==> src/rtl/riscv_mem_pkg.sv <==
// Shared types and constants for the two-master memory arbiter:
// FSM states, master identifiers and the byte-merge helper.
package riscv_mem_pkg;

    typedef enum logic [1:0] {
        IDLE   = 2'd0,
        ACCESS = 2'd1,
        MERGE  = 2'd2,
        RESP   = 2'd3
    } state_t;

    typedef enum logic {
        MST_M0 = 1'b0,
        MST_M1 = 1'b1
    } master_t;

    localparam logic [3:0] BE_FULL = 4'hF;

    // Bytes with their enable set come from the new word, the rest from the old one.
    function automatic logic [31:0] merge_bytes(input logic [31:0] new_word,
                                                input logic [31:0] old_word,
                                                input logic [3:0]  be);
        logic [31:0] result;
        result = old_word;
        for (int i = 0; i < 4; i++) begin
            if (be[i]) begin
                result[8*i +: 8] = new_word[8*i +: 8];
            end
        end
        return result;
    endfunction

endpackage

==> src/rtl/arb_rr2.sv <==
// Two-requester arbiter with a preference pointer. Round-robin when
// MEM_ARBITER_RR_EN is defined, otherwise the pointer stays on m0 (fixed priority).
import riscv_mem_pkg::*;

module arb_rr2 (
    input  logic       clk,
    input  logic       reset,
    input  logic       en,
    input  logic [1:0] req,
    output logic [1:0] gnt,
    output master_t    gnt_id
);

    master_t prefer;

    always_comb begin
        gnt    = 2'b00;
        gnt_id = MST_M0;
        if (en) begin
            if (req[0] && req[1]) begin
                gnt_id = prefer;
            end else if (req[1]) begin
                gnt_id = MST_M1;
            end else begin
                gnt_id = MST_M0;
            end
            if (req != 2'b00) begin
                gnt[gnt_id] = 1'b1;
            end
        end
    end

    // The pointer only moves when a grant is actually issued.
    always_ff @(posedge clk or posedge reset) begin
        if (reset) begin
            prefer <= MST_M0;
        end else if (en && (req != 2'b00)) begin
`ifdef MEM_ARBITER_RR_EN
            prefer <= (gnt_id == MST_M0) ? MST_M1 : MST_M0;
`else
            prefer <= MST_M0;
`endif
        end
    end

endmodule

==> src/rtl/mem_arbiter.sv <==
// Two-master single-port memory arbiter with read-modify-write for partial
// byte-enable writes. Define MEM_ARBITER_RR_EN for round-robin arbitration.
import riscv_mem_pkg::*;

module mem_arbiter #(
    parameter int ADDR_W = 32,
    parameter int DATA_W = 32
) (
    input  logic              clk,
    input  logic              reset,
    input  logic              m0_req_valid,
    output logic              m0_req_ready,
    input  logic              m0_we,
    input  logic [ADDR_W-1:0] m0_addr,
    input  logic [DATA_W-1:0] m0_wdata,
    input  logic [3:0]        m0_be,
    output logic              m0_rsp_valid,
    output logic [DATA_W-1:0] m0_rdata,
    input  logic              m1_req_valid,
    output logic              m1_req_ready,
    input  logic              m1_we,
    input  logic [ADDR_W-1:0] m1_addr,
    input  logic [DATA_W-1:0] m1_wdata,
    input  logic [3:0]        m1_be,
    output logic              m1_rsp_valid,
    output logic [DATA_W-1:0] m1_rdata,
    output logic              mem_we,
    output logic [ADDR_W-1:0] mem_addr,
    output logic [DATA_W-1:0] mem_wdata,
    input  logic [DATA_W-1:0] mem_rdata
);

    state_t            state, state_next;
    logic              we_q;
    logic [ADDR_W-1:0] addr_q;
    logic [DATA_W-1:0] wdata_q;
    logic [DATA_W-1:0] cap_q;
    logic [3:0]        be_q;
    master_t           grant_q;
    logic [1:0]        gnt;
    master_t           gnt_id;
    logic              arb_en;
    logic              accept;
    logic              unused_addr_bits;

    // Gating with reset keeps both readies low while reset is held.
    assign arb_en = (state == IDLE) && !reset;
    assign accept = (gnt != 2'b00);

    arb_rr2 u_arb (
        .clk    (clk),
        .reset  (reset),
        .en     (arb_en),
        .req    ({m1_req_valid, m0_req_valid}),
        .gnt    (gnt),
        .gnt_id (gnt_id)
    );

    assign m0_req_ready = gnt[0];
    assign m1_req_ready = gnt[1];
    assign m0_rsp_valid = (state == RESP) && (grant_q == MST_M0);
    assign m1_rsp_valid = (state == RESP) && (grant_q == MST_M1);

    assign mem_addr         = {addr_q[ADDR_W-1:2], 2'b00};
    assign mem_wdata        = (state == MERGE) ? merge_bytes(wdata_q, cap_q, be_q) : wdata_q;
    assign unused_addr_bits = ^addr_q[1:0];

    always_ff @(posedge clk or posedge reset) begin
        if (reset) begin
            state <= IDLE;
        end else begin
            state <= state_next;
        end
    end

    // Partial writes detour through MERGE; empty byte-enable writes never touch memory.
    always_comb begin
        state_next = state;
        mem_we     = 1'b0;
        case (state)
            IDLE: begin
                if (accept) begin
                    state_next = ACCESS;
                end
            end
            ACCESS: begin
                if (we_q && (be_q != BE_FULL) && (be_q != 4'h0)) begin
                    state_next = MERGE;
                end else begin
                    mem_we     = we_q && (be_q == BE_FULL);
                    state_next = RESP;
                end
            end
            MERGE: begin
                mem_we     = 1'b1;
                state_next = RESP;
            end
            RESP: begin
                state_next = IDLE;
            end
            default: begin
                state_next = IDLE;
            end
        endcase
    end

    always_ff @(posedge clk or posedge reset) begin
        if (reset) begin
            we_q     <= 1'b0;
            addr_q   <= '0;
            wdata_q  <= '0;
            be_q     <= 4'h0;
            grant_q  <= MST_M0;
            cap_q    <= '0;
            m0_rdata <= '0;
            m1_rdata <= '0;
        end else begin
            if (accept) begin
                grant_q <= gnt_id;
                if (gnt_id == MST_M1) begin
                    we_q    <= m1_we;
                    addr_q  <= m1_addr;
                    wdata_q <= m1_wdata;
                    be_q    <= m1_be;
                end else begin
                    we_q    <= m0_we;
                    addr_q  <= m0_addr;
                    wdata_q <= m0_wdata;
                    be_q    <= m0_be;
                end
            end
            if (state == ACCESS) begin
                cap_q <= mem_rdata;
                if (grant_q == MST_M1) begin
                    m1_rdata <= we_q ? '0 : mem_rdata;
                end else begin
                    m0_rdata <= we_q ? '0 : mem_rdata;
                end
            end
        end
    end

endmodule

==> config.mk <==
export PLATFORM = sky130hd
export DESIGN_NAME = mem_arbiter
export DESIGN_NICKNAME = d
export VERILOG_FILES = /design/src/rtl/riscv_mem_pkg.sv /design/src/rtl/arb_rr2.sv /design/src/rtl/mem_arbiter.sv
export SDC_FILE = /design/constraint.sdc
export NUM_CORES = 1
export LEC_CHECK = 0
export ABC_AREA = 1
export BUFFER_PORTS_ARGS = -buffer_cell sky130_fd_sc_hd__buf_4
export CORE_MARGIN = 1
export CORE_UTILIZATION = 40
export DETAILED_ROUTE_END_ITERATION = 16
export GPL_ROUTABILITY_DRIVEN = 1
export HOLD_SLACK_MARGIN = 0.05
export PLACE_DENSITY = 0.68
export SETUP_SLACK_MARGIN = 0.2
export SLEW_MARGIN = 20
export SYNTH_ARGS = -nofsm -noshare
export SYNTH_HDL_FRONTEND = slang
export SYNTH_SLANG_ARGS = --single-unit
==> constraint.sdc <==
create_clock -name clk -period 7.5 [get_ports clk]
set_input_delay 0.75 -clock clk [delete_from_list [all_inputs] [get_ports clk]]
set_output_delay 0.75 -clock clk [all_outputs]
set_load 0.02 [all_outputs]
==> reports/results.ini <==
[status]
status=complete, no violations

[cells_and_area]
drive_gt1_share_pct=32.5
final_common_cell=buf_4
fill_cells=1711
layout_common_cells=309 x buf_4, 238 x nand2_1, 166 x dfrtp_1
insertedDiodeCount=0
utilization_pct=57.3
fin_nets=1344
syn_to_final_growth_pct=38.2

[power_and_ir_drop]
power_switching_share_pct=41.7
p_clk_share_pct=19.1
p_int_uw=2710
power_density_nw_per_um2=444
peakVddDrop_v=0.000193
cellLeakagePower_uw=0.00553
combPwrFrac_pct=47.5
p_switching_uw=1940
pwr-share-seq_pct=33.4

[cts]
numClockSinks=166
clockRootBuffer=clkbuf_16
cts_tree=built
cts-resized-gates=0
postCtsSetupRepairBufs=0
hold_buffers=0
cts_buffers=17
cts.reportedPaths.clkPinSlew_ps=70
h-tree-depth=4
clockBufferDepth=2
clk_latency_ps=430

[worst_setup_path]
critPathKind=reg2out
worstPathMaxFanout=67
crit_path_start_kind=flop
cp-end-kind=output port
worstPathRequired_ps=6750
arrival_ps=2320

[die]
rows=49
initial_core_util_pct=41.5
dieArea_um2=19500
fp.dieW_um=140
pin_count=307
die_y_um=140
core_area_um2=18300

[global_routing]
grt.overflow.total=0
grt_pass1_vias=6650
grt_pass1_wl_um=36100
grt_max_degree=70
antenna_found_initial=0
track_usage_pct=23.9

[synth]
syn_inst=893
seq_area_frac_synth_pct=54.8
syn_area_per_cell_um2=8.48
postSynthRegisterBits=166
synth.cell_area_um2=7570
synth_cell_types=23
yosysWarningCount=0

[detailed_routing]
drtIter0Drc=350
vias_per_cell=4.83
ant_nets=0
first_pass_iters=5
wl_per_cell_um=16.3
drc=0
vias=6796
drt-total-wl_um=22900

[placed_design]
gp_congestion=0.813
port_buffers=300
dp_hpwl_um=15700

[sta]
max_slew_margin_pct=29.3
worstMarginPinSlew_ps=1060
fin_skew_ps=8.74
tns_ps=0
min_period_over_period_pct=40.9
finalHoldViolCount=0
finalSetupViolCount=0
report.final.slew_viol_count=0
fin_crit_ps=3070
rsz0062_at_grt=no
max_freq_mhz=326

[run]
maxCapViolations=0

[min_path]
holdCritPathClass=in2async

power by group through the flow:
| stage | Sequential, uW | Combinational (uW) | Clock [uW] |
|---|---|---|---|
| floorplan | 1790 | 1080 | 0 |
| CTS | 1560 | 2240 | 908 |
| finish | 1550 | 2210 | 888 |
| global placement | 1550 | 2190 | 0 |
| detailed placement | 1560 | 2230 | 0 |
| global route | 1610 | 2410 | 946 |
area by class of cell:
class                           count  area [um2]  share of cell area (%)
Clock inverter                     14         163                    1.55
Inverter                           77         294                    2.81
Timing Repair Buffer              309        2320                    22.2
Multi-Input combinational cell    594        2820                    26.9
Tap cell                          229         287                    2.74
Sequential cell                   166        4150                    39.7
Clock buffer                       18         429                    4.10
cell families after synthesis:
family,synth area share (%)
simple gates,18.1
compound gates,13.3
flops,54.8
buf+inv,8.08
mux,4.76
fa+ha+maj,0.826
other cells,0.0495
Yosys cell counts, drive strengths merged:
master / count / area share, %
ha: 5 / 0.83
nor2: 105 / 5.2
buf: 33 / 3.1
or2: 3 / 0.25
nand3: 5 / 0.40
nand4: 2 / 0.36
nand2: 239 / 12
o21ai: 199 / 13
conb: 1 / 0.050
mux2: 32 / 4.8
dfrtp: 166 / 55
a21boi: 1 / 0.099
clkbuf: 24 / 1.2
inv: 77 / 3.8
o22ai: 1 / 0.083
flip-flops by register name (all words and copies together) (netlist names):
| signal | count |
|---|---|
| wdata_q | 32 |
| be_q | 4 |
| m1_rdata | 32 |
| we_q | 1 |
| cap_q | 32 |
| m0_rdata | 32 |
| state | 2 |
| addr_q | 30 |
| grant_q | 1 |
routing by layer:
| layer | global-route usage, % | share of wire [%] |
|---|---|---|
| met5 | 0 | 0 |
| met1 | 30.8 | 43 |
| met2 | 40.0 | 49 |
| met4 | 7.81 | 2.3 |
| met3 | 5.20 | 5.8 |
critical path: stages, from the launching register on:
cell      delay, ps
dfrtp_1         400
inv_1           150
ha_2            210
buf_4           520
nand4_1         190
a21boi_0        230
buf_4           180
final timing paths:
path	startpoint	end	slack (ps)	cells after the start
worst min register to register	m1_rdata[17]	m1_rdata[17]	480	2
worst max-delay path	state[1]	mem_we	4430	6
min in group clk	m1_rdata[17]	m1_rdata[17]	480	2
max in group asynchronous	reset	m1_rdata[15]	5140	4
worst max register to register	state[1]	addr_q[18]	5260	7
worst min-delay path	reset	wdata_q[6]	360	2
stage by stage:
stage / instance area [um2] / cells / hold slack [ps] / power (uW) / setup WS, ps
after floorplan: 7580 / 894 / 453 / 2870 / 1530
after global placement: 9870 / 1375 / 464 / 3740 / 4560
after detailed placement: 9870 / 1375 / 467 / 3790 / 4510
after CTS: 10500 / 1407 / 362 / 4700 / 4400
after global routing: 10500 / 1407 / 385 / 4960 / 4270
final: 10500 / 1407 / 355 / 4650 / 4430
(Power assumes the default switching activity.)
